`config.mk`:
```
export PLATFORM = sky130hd
export DESIGN_NAME = vga_box_renderer
export DESIGN_NICKNAME = d
export VERILOG_FILES = /design/src/rtl/vga_box_renderer.sv
export SDC_FILE = /design/constraint.sdc
export NUM_CORES = 1
export LEC_CHECK = 0
export BUFFER_PORTS_ARGS = -buffer_cell sky130_fd_sc_hd__clkbuf_2
export CAP_MARGIN = 20
export CORE_MARGIN = 3
export CORE_UTILIZATION = 25
export CTS_BUF_LIST = sky130_fd_sc_hd__clkbuf_16
export DETAILED_ROUTE_END_ITERATION = 10
export PLACE_DENSITY_LB_ADDON = 0.2
export SYNTH_ARGS = -nofsm -noshare
export SYNTH_HDL_FRONTEND = slang
export SYNTH_SLANG_ARGS = --single-unit
```
`constraint.sdc`:
```
create_clock -name clk -period 3.49 [get_ports clk]
set_input_delay 0.698 -clock clk [delete_from_list [all_inputs] [get_ports clk]]
set_output_delay 0.698 -clock clk [all_outputs]
set_load 0.01 [all_outputs]
```
`src/rtl/vga_box_renderer.sv`:
```
// Bouncing-box overlay for a 640x480 VGA stream: a two-stage pixel pipeline
// plus a once-per-frame motion state machine that moves and recolours the box.
module vga_box_renderer #(
  parameter int unsigned BOX_SIZE = 32,
  parameter int unsigned STEP     = 1,
  parameter logic [11:0] BG_COLOR = 12'h000,
  // Entry 0 sits in the least-significant 12 bits: F80, 0F0, 08F, FFF.
  parameter logic [47:0] PALETTE  = {12'hFFF, 12'h08F, 12'h0F0, 12'hF80}
) (
  input  logic       clk,
  input  logic       rst,
  input  logic       hsync_in,
  input  logic       vsync_in,
  input  logic       blanking_in,
  input  logic [9:0] x,
  input  logic [8:0] y,
  input  logic       en,
  output logic [3:0] vga_r,
  output logic [3:0] vga_g,
  output logic [3:0] vga_b,
  output logic       hsync_out,
  output logic       vsync_out,
  output logic       frame_tick,
  output logic [7:0] bounce_count
);

  typedef enum logic [1:0] {DR, DL, UR, UL} state_e;

  localparam logic [10:0] BOX_W    = 11'(BOX_SIZE);
  localparam logic [10:0] STEP_W   = 11'(STEP);
  localparam logic [10:0] H_ACTIVE = 11'd640;
  localparam logic [10:0] V_ACTIVE = 11'd480;
  localparam logic [10:0] X_MAX    = H_ACTIVE - BOX_W;
  localparam logic [10:0] Y_MAX    = V_ACTIVE - BOX_W;

  state_e      state_q, state_d;
  logic [9:0]  box_x_q, box_x_d;
  logic [8:0]  box_y_q, box_y_d;
  logic [1:0]  color_idx_q, color_idx_d;
  logic [7:0]  bounce_cnt_q, bounce_cnt_d;
  logic        vs_hist_q, vs_hist_d;
  logic        frame_tick_q, frame_tick_d;
  logic        hs1_q, hs1_d, vs1_q, vs1_d, blank1_q, blank1_d, in_box1_q, in_box1_d;
  logic        hs2_q, hs2_d, vs2_q, vs2_d;
  logic [11:0] rgb_q, rgb_d;

  logic [10:0] bx, by, x_next, y_next;
  logic        move_right, move_down, bounce_x, bounce_y, right_n, down_n;
  logic [11:0] box_color;

  assign bx = {1'b0, box_x_q};
  assign by = {2'b00, box_y_q};

  // Pixel pipeline: stage 1 decides membership, stage 2 resolves the colour.
  always_comb begin
    hs1_d     = hsync_in;
    vs1_d     = vsync_in;
    blank1_d  = blanking_in;
    in_box1_d = ({1'b0, x} >= bx) && ({1'b0, x} < bx + BOX_W) &&
                ({2'b00, y} >= by) && ({2'b00, y} < by + BOX_W);
    hs2_d     = hs1_q;
    vs2_d     = vs1_q;
    unique case (color_idx_q)
      2'd0:    box_color = PALETTE[11:0];
      2'd1:    box_color = PALETTE[23:12];
      2'd2:    box_color = PALETTE[35:24];
      default: box_color = PALETTE[47:36];
    endcase
    if (blank1_q)       rgb_d = 12'h000;
    else if (in_box1_q) rgb_d = box_color;
    else                rgb_d = BG_COLOR;
    vs_hist_d    = vsync_in;
    frame_tick_d = vs_hist_q & ~vsync_in;
  end

  // Motion: both axes are evaluated every cycle but only committed on an
  // enabled frame tick; a corner flips both directions as a single bounce.
  always_comb begin
    // NOTE: every output gets a default first so no path can infer a latch.
    state_d      = state_q;
    box_x_d      = box_x_q;
    box_y_d      = box_y_q;
    color_idx_d  = color_idx_q;
    bounce_cnt_d = bounce_cnt_q;
    move_right   = (state_q == DR) || (state_q == UR);
    move_down    = (state_q == DR) || (state_q == DL);
    bounce_x     = 1'b0;
    bounce_y     = 1'b0;

    if (move_right) begin
      if (bx + BOX_W + STEP_W > H_ACTIVE) begin
        x_next   = X_MAX;
        bounce_x = 1'b1;
      end else begin
        x_next = bx + STEP_W;
      end
    end else if (bx < STEP_W) begin
      x_next   = 11'd0;
      bounce_x = 1'b1;
    end else begin
      x_next = bx - STEP_W;
    end

    if (move_down) begin
      if (by + BOX_W + STEP_W > V_ACTIVE) begin
        y_next   = Y_MAX;
        bounce_y = 1'b1;
      end else begin
        y_next = by + STEP_W;
      end
    end else if (by < STEP_W) begin
      y_next   = 11'd0;
      bounce_y = 1'b1;
    end else begin
      y_next = by - STEP_W;
    end

    right_n = move_right ^ bounce_x;
    down_n  = move_down ^ bounce_y;

    if (frame_tick_q && en) begin
      box_x_d = x_next[9:0];
      box_y_d = y_next[8:0];
      unique case ({down_n, right_n})
        2'b11:   state_d = DR;
        2'b10:   state_d = DL;
        2'b01:   state_d = UR;
        default: state_d = UL;
      endcase
      if (bounce_x || bounce_y) begin
        bounce_cnt_d = bounce_cnt_q + 8'd1;
        color_idx_d  = color_idx_q + 2'd1;
      end
    end
  end

  always_ff @(posedge clk) begin
    // NOTE: state is updated with non-blocking assignments so every flop
    // samples pre-edge values regardless of statement order.
    if (rst) begin
      state_q      <= DR;
      box_x_q      <= '0;
      box_y_q      <= '0;
      color_idx_q  <= '0;
      bounce_cnt_q <= '0;
      vs_hist_q    <= 1'b1;
      frame_tick_q <= 1'b0;
      hs1_q        <= 1'b1;
      vs1_q        <= 1'b1;
      blank1_q     <= 1'b1;
      in_box1_q    <= 1'b0;
      hs2_q        <= 1'b1;
      vs2_q        <= 1'b1;
      rgb_q        <= '0;
    end else begin
      state_q      <= state_d;
      box_x_q      <= box_x_d;
      box_y_q      <= box_y_d;
      color_idx_q  <= color_idx_d;
      bounce_cnt_q <= bounce_cnt_d;
      vs_hist_q    <= vs_hist_d;
      frame_tick_q <= frame_tick_d;
      hs1_q        <= hs1_d;
      vs1_q        <= vs1_d;
      blank1_q     <= blank1_d;
      in_box1_q    <= in_box1_d;
      hs2_q        <= hs2_d;
      vs2_q        <= vs2_d;
      rgb_q        <= rgb_d;
    end
  end

  assign vga_r        = rgb_q[11:8];
  assign vga_g        = rgb_q[7:4];
  assign vga_b        = rgb_q[3:0];
  assign hsync_out    = hs2_q;
  assign vsync_out    = vs2_q;
  assign frame_tick   = frame_tick_q;
  assign bounce_count = bounce_cnt_q;

endmodule

```
==> flow_metrics.py <==
metrics = {
    "placed_design": {
        "pre_cts_ws_ns": 0.270,
        "hpwl_um": 7750,
        "io_buffers": 47,
        "gp_congestion": 0.831,
        "dp.cells": 695,
    },
    "setup_path": {
        "cp_slowest_cell": "or4_4",
        "r2r_cells": 10,
        "arrival_ns": 3.39,
        "critPathCapture": "bounce_count[5]$_SDFFE_PP0P_",
        "rrSetupSlack_ns": 0.27,
        "worstPathMaxFanout": 13,
        "max_stage_delay_ns": 0.51,
        "cp_num_buf_inv": 1,
        "cp.required_ns": 3.66,
        "critical_path_depth": 10,
        "reg2reg_to": "bounce_count[5]$_SDFFE_PP0P_",
        "path_cells": "inv_1 -> ha_1 -> and2b_1 -> a21oi_2 -> o311a_1 -> or4_4 -> a211o_2 -> a31oi_4 -> or4_1 -> a21oi_1",
        "worst_setup_path_start_kind": "flip-flop",
        "r2r-start": "box_x_q[6]$_SDFFE_PP0P_",
        "critPathTopFamily": "compound AO/OA/AOI/OAI gates",
        "cp-startpoint": "box_x_q[6]$_SDFFE_PP0P_",
        "path_class": "flip-flop to flip-flop",
        "critPathCaptureType": "flip-flop",
    },
    "detailed_routing": {
        "post_drt_wl_per_cell_um": 14.5,
        "drt-total-wl_um": 10200,
        "drtIter0Drc": 292,
        "dr.pass1.iters": 5,
        "viasPerCell": 5.16,
        "ant_nets": 0,
        "vias": 3632,
        "post-route-drc-count": 0,
    },
    "clocking": {
        "cts_tree": "yes",
        "cts.reportedPaths.clkPinSlew_ns": 0.06,
        "clk_latency_ns": 0.28,
        "post_cts_resized": 0,
        "clockBufferDepth": 2,
        "hold_buffers": 0,
        "ctsRootBufferMaster": "clkbuf_16",
        "htreeDepth": 2,
        "post_cts_buffers": 0,
        "clkSinkCount": 42,
        "cts_buffers": 5,
    },
    "global_route": {
        "grt_remaining_overflow": 0,
        "grt_max_degree": 27,
        "antenna_found_initial": 0,
        "grt_pass1_vias": 3347,
        "grt_pass1_wl_um": 17100,
        "grtUsageTotal": 0.125,
    },
    "yosys": {
        "yosys_register_bits": 42,
        "synth_top_area_share": 0.224,
        "syn-cell-area_um2": 3760,
        "synthTopCellsByArea": "dfxtp_1 22%, ha_1 14%, a21oi_1 4.4%",
        "synth_cell_type_count": 70,
        "avgSynthCellArea_um2": 7.60,
        "synthFlopType": "dfxtp_1",
        "yosysTopAreaCell": "dfxtp_1",
        "ys.warnings.count": 0,
        "synth-edff-count": 0,
        "synth_cells": 495,
        "synthesis.nets": 563,
        "ys_seq_area_frac": 0.224,
        "async_flop_share": 0,
    },
    "min_path": {
        "holdPathStages": 1,
        "hp-start": "hs1_q$_SDFF_PP1_",
        "hold_path.class": "flip-flop to flip-flop",
    },
    "timing": {
        "slew_violations": 0,
        "rsz0062_at_grt": "false",
        "fmax_mhz": 310,
        "setup_violations": 0,
        "worst_slack_ns": 0.267,
        "relSlewSlack": 0.545,
        "tns_ns": 0,
        "worst_pin_slew_ns": 0.676,
        "hold_violations": 0,
        "fin_crit_sh": 0.923,
        "skew_ns": 0.00556,
        "timing.final.crit_period_ns": 3.22,
        "hold_slack_ns": 0.412,
    },
    "power": {
        "ir_drop_v": 0.000198,
        "leakage_nw": 1.63,
        "p_per_area_nw_per_um2": 258,
    },
    "layout": {
        "final_common_cell": "clkbuf_2",
        "drive_above_1_share": 0.171,
        "fill_cells": 1604,
        "layout_common_cells": "47 x clkbuf_2, 43 x ha_1, 42 x dfxtp_1",
        "fin_cells": 704,
        "seq_area_um2": 841,
        "nets": 586,
        "multi_input_area_um2": 2570,
        "area_growth_pct": 12.7,
    },
    "die": {
        "start_util": 0.257,
        "rows": 44,
        "die_area_um2": 16600,
        "num_io_pins": 48,
        "fp.dieW_um": 129,
        "die_h_um": 129,
        "core-area_um2": 14600,
    },
    "outcome": {
        "status": "finished clean",
    },
    "run": {
        "maxCapViolCount": 0,
    },
}
## power breakdown
part,switching [mW],internal [mW]
Combinational,0.0799,0.0608
Clock,0.194,0.263
Sequential,0.00984,0.486
Total,0.284,0.810
## per-stage QoR
| stage | instance area, um2 | util | total power, mW |
|---|---|---|---|
| 2_1_floorplan | 3760 | - | 0.598 |
| 3_3_place_gp | 4090 | 0.280 | 0.647 |
| 3_5_place_dp | 4090 | 0.280 | 0.649 |
| 4_1_cts | 4240 | 0.289 | 1.11 |
| 5_1_grt | 4240 | 0.289 | 1.16 |
| 6_report | 4240 | 0.289 | 1.09 |
## synthesized netlist by cell type (2+ instances only)
cell        n
ha_1       43
dfxtp_1    42
nor2_1     35
a21oi_1    33
inv_1      32
nand2_1    32
nand3_1    25
o21ai_0    24
clkbuf_1   23
nor3_1     13
buf_4      11
nand4_1    11
o21a_1     10
or3_1      10
a211oi_1    9
a31oi_1     9
xnor2_1     9
and3_1      8
nor4_1      8
buf_2       7
o22ai_1     7
nand2b_1    6
a21oi_2     5
and2_1      5
o21ai_1     5
or2_2       5
and4_1      4
nor2b_1     4
o31ai_1     4
a21o_1      3
a22oi_1     3
a2111oi_0   2
a211o_1     2
a221oi_1    2
a311oi_1    2
a31o_2      2
buf_6       2
o211ai_1    2
o221ai_1    2
o311ai_0    2
or4_1       2
or4_4       2
## registers in the layout, indices dropped and copies added (netlist names), 2 cells and up
register and count:
state_q 2, box_x_q 10, box_y_q 9, rgb_q 4
bounce_count 8, color_idx_q 2
## cell families after synthesis
group | count (synthesis) | share of synthesized area
flip-flops | 42 | 0.224
buffers and inverters | 76 | 0.0931
AO/OA/AOI/OAI | 144 | 0.259
AND/OR/NAND/NOR | 179 | 0.253
XOR/XNOR | 11 | 0.0276
adder cells (fa/ha/maj) | 43 | 0.143
## worst register-to-register path, cell delays in order, from the launching register on
cell	delay, ns
dfxtp_1	0.46
inv_1	0.15
ha_1	0.43
and2b_1	0.21
a21oi_2	0.07
o311a_1	0.30
or4_4	0.51
a211o_2	0.39
a31oi_4	0.35
or4_1	0.18
a21oi_1	0.06
## per-layer routing
metal | track usage | part of all wire | vias up
met4 | 0.0278 | 0.0092 | 0
met3 | 0.0178 | 0.052 | 4
met5 | 0 | 0 | -
met1 | 0.194 | 0.53 | 1659
li1 | - | - | 1848
met2 | 0.182 | 0.41 | 121
## cell type report
type,instances,area share
Clock buffer,5,0.0295
Sequential cell,42,0.198
Tap cell,184,0.0543
Multi-Input combinational cell,377,0.606
Timing Repair Buffer,60,0.0785
Clock inverter,3,0.00413
Inverter,32,0.0283
Antenna cell,1,0.000590
## worst min-delay path by stage
| stage | to |
|---|---|
| 2_1_floorplan | hsync_out$_SDFF_PP1_ |
| 3_3_place_gp | hsync_out$_SDFF_PP1_ |
| 3_5_place_dp | hsync_out$_SDFF_PP1_ |
| 5_1_grt | hsync_out$_SDFF_PP1_ |
| 6_report | hsync_out$_SDFF_PP1_ |
| 4_1_cts | hsync_out$_SDFF_PP1_ |
Power figures use the tool's default switching activity.
